### config.mk
export PLATFORM = sky130hd
export DESIGN_NAME = imem_port_arbiter_flat
export DESIGN_NICKNAME = d
export VERILOG_FILES = /design/src/rtl/imem_port_arbiter_if.sv /design/src/rtl/imem_port_arbiter.sv /design/src/flat_wrapper.sv
export SDC_FILE = /design/constraint.sdc
export NUM_CORES = 1
export LEC_CHECK = 0
export ABC_AREA = 1
export ABC_CLOCK_PERIOD_IN_PS = 1300
export CAP_MARGIN = 20
export CORE_ASPECT_RATIO = 0.6
export CORE_MARGIN = 2
export CORE_UTILIZATION = 35
export CTS_BUF_LIST = sky130_fd_sc_hd__clkbuf_8
export DETAILED_ROUTE_END_ITERATION = 6
export GPL_TIMING_DRIVEN = 0
export PLACE_DENSITY = 0.79
export SYNTH_ARGS = -nofsm -noshare
export SYNTH_HDL_FRONTEND = slang
export SYNTH_SLANG_ARGS = --single-unit
### constraint.sdc
create_clock -name clka -period 1.3 [get_ports clka]
set_input_delay 0.26 -clock clka [delete_from_list [all_inputs] [get_ports clka]]
set_output_delay 0.26 -clock clka [all_outputs]
set_load 0.01 [all_outputs]
### src/rtl/imem_port_arbiter_if.sv
`default_nettype none
// ============================================================================
// Module      : imem_port_arbiter_if
// Description : Bundle of the fetch port, the load/store port and the
//               single-port block-memory port of imem_port_arbiter.
//               Ports grouped here:
//                 if_req/if_addr           -> fetch request (in)
//                 if_gnt/if_rvalid/if_rdata <- fetch grant/response (out)
//                 dm_req/dm_we/dm_addr/dm_wdata -> data request (in)
//                 dm_gnt/dm_rvalid/dm_rdata  <- data grant/response (out)
//                 mem_wea/mem_addra/mem_dina -> memory inputs (out)
//                 mem_douta                  <- memory registered read data (in)
//               modport slave  : seen by the arbiter
//               modport master : seen by the requesters + memory
// Revision    : 1.0 - initial release
// ============================================================================
interface imem_port_arbiter_if #(
   parameter int ADDR_W = 5,
   parameter int DATA_W = 32
);
   // fetch port
   logic              if_req;
   logic [ADDR_W-1:0] if_addr;
   logic              if_gnt;
   logic              if_rvalid;
   logic [DATA_W-1:0] if_rdata;

   // load/store port
   logic              dm_req;
   logic              dm_we;
   logic [ADDR_W-1:0] dm_addr;
   logic [DATA_W-1:0] dm_wdata;
   logic              dm_gnt;
   logic              dm_rvalid;
   logic [DATA_W-1:0] dm_rdata;

   // memory port
   logic              mem_wea;
   logic [ADDR_W-1:0] mem_addra;
   logic [DATA_W-1:0] mem_dina;
   logic [DATA_W-1:0] mem_douta;

   modport slave (
      input  if_req, if_addr,
      output if_gnt, if_rvalid, if_rdata,
      input  dm_req, dm_we, dm_addr, dm_wdata,
      output dm_gnt, dm_rvalid, dm_rdata,
      output mem_wea, mem_addra, mem_dina,
      input  mem_douta
   );

   modport master (
      output if_req, if_addr,
      input  if_gnt, if_rvalid, if_rdata,
      output dm_req, dm_we, dm_addr, dm_wdata,
      input  dm_gnt, dm_rvalid, dm_rdata,
      input  mem_wea, mem_addra, mem_dina,
      output mem_douta
   );
endinterface
`default_nettype wire

### src/rtl/imem_port_arbiter.sv
`default_nettype none
// ============================================================================
// Module      : imem_port_arbiter
// Description : Shares one single-port 32-bit block memory between the
//               instruction-fetch stage and the load/store stage. At most one
//               access is issued per clock. The data port has fixed priority,
//               but after STARVE_MAX consecutive denied fetch cycles the fetch
//               port wins the next arbitration. The memory's registered douta
//               is steered back to whichever port issued the read one cycle
//               earlier.
// Ports       : clka       - clock, all state on rising edge
//               rsta_n     - asynchronous active-low reset
//               bus        - imem_port_arbiter_if.slave (fetch, data and
//                            memory ports; see the interface file)
// Revision    : 1.0 - initial release
// ============================================================================
module imem_port_arbiter #(
   parameter int ADDR_W     = 5,
   parameter int DATA_W     = 32,
   parameter int STARVE_MAX = 3
) (
   input  wire logic            clka,
   input  wire logic            rsta_n,
   imem_port_arbiter_if.slave   bus
);

   // Starvation counter needs to hold STARVE_MAX, and never narrower than 2 bits.
   localparam int CNT_RAW = $clog2(STARVE_MAX + 1);
   localparam int CNT_W   = (CNT_RAW < 2) ? 2 : CNT_RAW;
   localparam logic [CNT_W-1:0] CNT_MAX = CNT_W'(STARVE_MAX);

   // Owner of the memory read data that appears in the next cycle.
   typedef enum logic [1:0] {
      RSP_NONE = 2'd0,
      RSP_IF   = 2'd1,
      RSP_DM   = 2'd2
   } rsp_t;

   rsp_t              rsp_state;
   logic [CNT_W-1:0]  starve_cnt;
   logic              if_rvalid_q;
   logic              dm_rvalid_q;
   logic [DATA_W-1:0] if_rdata_hold;
   logic [DATA_W-1:0] dm_rdata_hold;

   logic              starved;
   logic              if_gnt_c;
   logic              dm_gnt_c;
   logic              mem_wea_c;
   logic [ADDR_W-1:0] mem_addra_c;
   logic [DATA_W-1:0] mem_dina_c;

   assign starved = (starve_cnt == CNT_MAX);

   // ------------------------------------------------------------------------
   // Arbitration. Grants are combinational on the current requests. They are
   // also qualified by rsta_n so that nothing reaches the memory while reset
   // is asserted, even in the middle of a clock cycle.
   // ------------------------------------------------------------------------
   always_comb begin
      if_gnt_c = 1'b0;
      dm_gnt_c = 1'b0;
      if (rsta_n) begin
         if (bus.if_req && (!bus.dm_req || starved)) begin
            if_gnt_c = 1'b1;
         end else if (bus.dm_req) begin
            dm_gnt_c = 1'b1;
         end
      end
   end

   // Memory-side mux: idle cycles drive all zeros onto the memory port.
   always_comb begin
      mem_wea_c   = 1'b0;
      mem_addra_c = '0;
      mem_dina_c  = '0;
      if (if_gnt_c) begin
         mem_addra_c = bus.if_addr;
      end else if (dm_gnt_c) begin
         mem_wea_c   = bus.dm_we;
         mem_addra_c = bus.dm_addr;
         mem_dina_c  = bus.dm_wdata;
      end
   end

   assign bus.if_gnt    = if_gnt_c;
   assign bus.dm_gnt    = dm_gnt_c;
   assign bus.mem_wea   = mem_wea_c;
   assign bus.mem_addra = mem_addra_c;
   assign bus.mem_dina  = mem_dina_c;

   // ------------------------------------------------------------------------
   // Response FSM, starvation counter and read-data holding registers.
   // The rvalid flags are registered copies of the state decode; the rdata
   // holding registers capture mem_douta in the owning cycle so that a port
   // not being served keeps showing its last returned word.
   // ------------------------------------------------------------------------
   always_ff @(posedge clka or negedge rsta_n) begin
      if (!rsta_n) begin
         rsp_state     <= RSP_NONE;
         starve_cnt    <= '0;
         if_rvalid_q   <= 1'b0;
         dm_rvalid_q   <= 1'b0;
         if_rdata_hold <= '0;
         dm_rdata_hold <= '0;
      end else begin
         // next owner of mem_douta; stores produce no response
         if (if_gnt_c) begin
            rsp_state   <= RSP_IF;
            if_rvalid_q <= 1'b1;
            dm_rvalid_q <= 1'b0;
         end else if (dm_gnt_c && !bus.dm_we) begin
            rsp_state   <= RSP_DM;
            if_rvalid_q <= 1'b0;
            dm_rvalid_q <= 1'b1;
         end else begin
            rsp_state   <= RSP_NONE;
            if_rvalid_q <= 1'b0;
            dm_rvalid_q <= 1'b0;
         end

         // count consecutive denied fetch cycles, saturating
         if (!bus.if_req || if_gnt_c) begin
            starve_cnt <= '0;
         end else if (!starved) begin
            starve_cnt <= starve_cnt + 1'b1;
         end

         // latch the word delivered this cycle for the owning port
         case (rsp_state)
            RSP_IF:  if_rdata_hold <= bus.mem_douta;
            RSP_DM:  dm_rdata_hold <= bus.mem_douta;
            default: ;
         endcase
      end
   end

   // Read data is live from the memory in the response cycle, held otherwise.
   assign bus.if_rvalid = if_rvalid_q;
   assign bus.dm_rvalid = dm_rvalid_q;
   assign bus.if_rdata  = (rsp_state == RSP_IF) ? bus.mem_douta : if_rdata_hold;
   assign bus.dm_rdata  = (rsp_state == RSP_DM) ? bus.mem_douta : dm_rdata_hold;

endmodule
`default_nettype wire

### src/flat_wrapper.sv
// flat-port wrapper written by rule: the top's interface ports become plain ports
module imem_port_arbiter_flat 
#(
   parameter int ADDR_W     = 5,
   parameter int DATA_W     = 32,
   parameter int STARVE_MAX = 3
)
  (clka, rsta_n, bus_if_req, bus_if_addr, bus_if_gnt, bus_if_rvalid, bus_if_rdata, bus_dm_req, bus_dm_we, bus_dm_addr, bus_dm_wdata, bus_dm_gnt, bus_dm_rvalid, bus_dm_rdata, bus_mem_wea, bus_mem_addra, bus_mem_dina, bus_mem_douta);
  imem_port_arbiter_if #(.ADDR_W(ADDR_W), .DATA_W(DATA_W)) bus_i ();
  input  wire logic clka;
  input  wire logic rsta_n;
  input wire logic [$bits(bus_i.if_req)-1:0] bus_if_req;
  input wire logic [$bits(bus_i.if_addr)-1:0] bus_if_addr;
  output wire logic [$bits(bus_i.if_gnt)-1:0] bus_if_gnt;
  output wire logic [$bits(bus_i.if_rvalid)-1:0] bus_if_rvalid;
  output wire logic [$bits(bus_i.if_rdata)-1:0] bus_if_rdata;
  input wire logic [$bits(bus_i.dm_req)-1:0] bus_dm_req;
  input wire logic [$bits(bus_i.dm_we)-1:0] bus_dm_we;
  input wire logic [$bits(bus_i.dm_addr)-1:0] bus_dm_addr;
  input wire logic [$bits(bus_i.dm_wdata)-1:0] bus_dm_wdata;
  output wire logic [$bits(bus_i.dm_gnt)-1:0] bus_dm_gnt;
  output wire logic [$bits(bus_i.dm_rvalid)-1:0] bus_dm_rvalid;
  output wire logic [$bits(bus_i.dm_rdata)-1:0] bus_dm_rdata;
  output wire logic [$bits(bus_i.mem_wea)-1:0] bus_mem_wea;
  output wire logic [$bits(bus_i.mem_addra)-1:0] bus_mem_addra;
  output wire logic [$bits(bus_i.mem_dina)-1:0] bus_mem_dina;
  input wire logic [$bits(bus_i.mem_douta)-1:0] bus_mem_douta;
  assign bus_i.if_req = bus_if_req;
  assign bus_i.if_addr = bus_if_addr;
  assign bus_if_gnt = bus_i.if_gnt;
  assign bus_if_rvalid = bus_i.if_rvalid;
  assign bus_if_rdata = bus_i.if_rdata;
  assign bus_i.dm_req = bus_dm_req;
  assign bus_i.dm_we = bus_dm_we;
  assign bus_i.dm_addr = bus_dm_addr;
  assign bus_i.dm_wdata = bus_dm_wdata;
  assign bus_dm_gnt = bus_i.dm_gnt;
  assign bus_dm_rvalid = bus_i.dm_rvalid;
  assign bus_dm_rdata = bus_i.dm_rdata;
  assign bus_mem_wea = bus_i.mem_wea;
  assign bus_mem_addra = bus_i.mem_addra;
  assign bus_mem_dina = bus_i.mem_dina;
  assign bus_i.mem_douta = bus_mem_douta;
  imem_port_arbiter #(.ADDR_W(ADDR_W), .DATA_W(DATA_W), .STARVE_MAX(STARVE_MAX)) u_core (.clka(clka), .rsta_n(rsta_n), .bus(bus_i));
endmodule
==> impl_metrics.py <==
metrics = {
    "status": {
        "status": "finished with violations",
        "violations": "negative hold slack, negative setup slack",
    },
    "route": {
        "via_per_inst": 4.62,
        "wirelength_um": 11100,
        "wl_per_cell_um": 16.1,
        "drt_pre_antenna_iters": 6,
        "final_antenna_net_count": 0,
        "dr.first_iter.drc_count": 118,
        "drc": 0,
        "num_vias": 3183,
    },
    "layout": {
        "multiInputGateArea_sq_um": 1760,
        "seq_area_sq_um": 1700,
        "antennaDiodeCount": 0,
        "layout-drive-gt1-share": 0.513,
        "area_delta_synth_final_pct": 113,
        "fillCellCount": 576,
        "fin_nets": 652,
    },
    "power_and_ir_drop": {
        "totalPowerFinal_uw": 7480,
        "power.density_nw_per_um2": 1130,
        "leakagePower_uw": 0.00319,
        "vdd_drop_max_mv": 0.655,
    },
    "synthesis": {
        "synthAdderAreaFrac": 0.00404,
        "syn_area_sq_um": 3100,
        "yosysTopAreaCell": "dfrtp_1",
        "synthCells": 349,
        "syn_nets": 429,
        "synth_top_area_share": 0.549,
        "synth_area_per_cell_sq_um": 8.88,
        "synth_xor_area_frac": 0.00283,
        "ys_ff_latch": 68,
        "synth_top_family_by_area": "simple AND/OR/NAND/NOR gates",
        "synthTopCellsByArea": "dfrtp_1, o21ai_2, nand2_1",
        "synth.distinct_cells": 19,
        "seq_area_frac_synth": 0.549,
        "synth_compound_area_frac": 0.146,
        "yosysWarnings": 0,
        "synthSimpleGateAreaFrac": 0.164,
        "synthMuxAreaShare": 0,
    },
    "sta": {
        "relSlewSlack": 0.634,
        "hold_viol": 68,
        "finalCriticalPeriod_ns": 1.92,
        "whs_ns": -0.124,
        "fin_skew_ns": 0.00926,
        "clock.fmax_ghz": 0.520,
        "rsz0062_at_grt": "true",
        "slew_viol_final": 0,
        "final.setup.tns_ns": -57.70,
        "worstMarginPinSlew_ns": 0.549,
        "setup_viol_count_final": 106,
        "post-route-period-util": 1.48,
        "setup_ws_ns": -0.622,
    },
    "setup_path": {
        "crit_path_end_kind": "output pin",
        "crit_family": "flip-flops",
        "critPathArrivalTime_ns": 1.66,
        "ff2ff_path_depth": 6,
        "path_buf_inv": 3,
        "critical_path_class": "reg -> out",
        "path_depth": 8,
        "crit_chain": "ha_2, inv_2, nand2_4, nand2_8, nand2_8, buf_16, nor2_2, buf_2",
        "slowest_delay_ns": 0.40,
        "path_max_fanout": 7,
        "critPathSlowestCell": "dfrtp_1",
        "cpMostUsedCell": "nand2_8",
        "cp.required_ns": 1.04,
        "cp-start-kind": "flop",
    },
    "floorplanning": {
        "die-area_sq_um": 9650,
        "die_h_um": 76.9,
        "initial_core_util": 0.362,
        "pin_count": 185,
        "die_w_um": 125,
        "rows": 26,
        "core_area_sq_um": 8560,
    },
    "hold_path": {
        "holdCritPathClass": "in -> async",
    },
    "cts": {
        "path_clk_slew_ns": 0.07,
        "cts.htree.levels": 3,
        "cts_max_path_buffers": 2,
        "cts_tree": "built",
        "cts_made_buffers": 9,
        "cts_sinks": 68,
        "insertion_delay_ns": 0.35,
        "clock-root-buffer": "clkbuf_8",
    },
    "placed_design": {
        "port_buffers": 184,
        "gp_congestion": 0.787,
        "post-place-ws_ns": -1.21,
        "hpwl_um": 7050,
    },
    "grt": {
        "grt_max_degree": 76,
        "grtUsageTotal": 0.213,
        "grt_pass1_vias": 3281,
        "grt_overflow": 0,
        "grt_antenna_before_repair": 0,
        "grt_pass1_wl_um": 16200,
    },
    "run": {
        "maxCapViolations": 0,
    },
}
report_power, final:
group | total [uW] | internal (uW) | switching [uW] | leakage (uW)
Sequential | 2750 | 2540 | 201 | 0.000836
Combinational | 3020 | 1600 | 1420 | 0.00225
Clock | 1710 | 921 | 788 | 0.000109
Yosys cell counts, drive strengths merged:
| master | count |
|---|---|
| nand2 | 75 |
| inv | 72 |
| dfrtp | 68 |
| o21ai | 64 |
| nor2 | 38 |
| buf | 13 |
| nand3 | 5 |
| nand4 | 5 |
| clkbuf | 3 |
| a21oi | 1 |
| clkinv | 1 |
| ha | 1 |
| o21bai | 1 |
| or2 | 1 |
| xor2 | 1 |
final timing paths:
check                                         startpoint                  endpoint  slack (ns)
max in group asynchronous                         rsta_n      u_core.starve_cnt[1]        1.03
min in group clka               u_core.dm_rdata_hold[29]  u_core.dm_rdata_hold[29]        0.48
worst min register to register  u_core.dm_rdata_hold[29]  u_core.dm_rdata_hold[29]        0.48
worst max register to register      u_core.bus.dm_rvalid   u_core.if_rdata_hold[4]       -0.08
worst max-delay path                u_core.starve_cnt[1]          bus_mem_dina[12]       -0.62
worst min-delay path                              rsta_n  u_core.dm_rdata_hold[18]       -0.12
flip-flops by register name, indices dropped and copies added, names as in the netlist:
name                  flops
u_core.bus.dm_rvalid      1
u_core.dm_rdata_hold     32
u_core.if_rdata_hold     32
u_core.rsp_state          1
u_core.starve_cnt         2
area by class of cell:
class,instances,share of cell area
inverters,73,0.0425
repair buffers,211,0.336
well taps,112,0.0212
clock buffers,10,0.0209
flip-flops and latches,68,0.258
multi-input cells,193,0.267
clock inverters,6,0.00853
plain buffers,16,0.0468
cell usage in the layout, fill, tap and decap left out, drive strengths merged:
| master | synthesis | routed |
|---|---|---|
| ha | 1 | 1 |
| xor2 | 1 | 1 |
| clkbuf | 3 | 18 |
| nand3 | 5 | 5 |
| or2 | 1 | 1 |
| a21oi | 1 | 1 |
| inv | 72 | 73 |
| clkinv | 1 | 5 |
| nor2 | 38 | 38 |
| clkdlybuf4s50 | 0 | 77 |
| o21bai | 1 | 1 |
| nand2 | 75 | 76 |
| buf | 13 | 116 |
| clkdlybuf4s15 | 0 | 26 |
| dfrtp | 68 | 68 |
| bufinv | 0 | 1 |
| o21ai | 64 | 64 |
| nand4 | 5 | 5 |
stage by stage:
step	instances	util	cell area, sq um	hold slack (ns)
6_report	689	0.771	6600	-0.124
5_1_grt	689	0.771	6600	-0.0978
4_1_cts	678	0.708	6060	-0.0617
3_5_place_dp	645	0.633	5420	0.449
3_3_place_gp	645	0.633	5420	0.454
2_1_floorplan	349	-	3440	-0.0356
logic make-up (layout without fill, tap and decap cells):
| family | Yosys count | count (layout) |
|---|---|---|
| flip-flops | 68 | 68 |
| AND/OR/NAND/NOR | 124 | 125 |
| buffers and inverters | 89 | 316 |
| adder cells (fa/ha/maj) | 1 | 1 |
| XOR/XNOR | 1 | 1 |
| AO/OA/AOI/OAI | 66 | 66 |
routing by layer:
metal / global-route usage / routed length [um] / up-vias
met5: 0 / 0 / -
met4: 0.0611 / 163 / 0
met3: 0.0733 / 840 / 17
met2: 0.355 / 5470 / 123
met1: 0.264 / 4620 / 1528
li1: - / - / 1515
what timing repair did:
action | CTS | global route
cloned | 5 | 5
gates resized for setup | 560 | 77
endpoints found under the setup margin | 136 | 107
buffers inserted | 12 | 6
hold endpoints to repair | 68 | 68
pin swaps | 5 | 3
(Power assumes the default switching activity.)
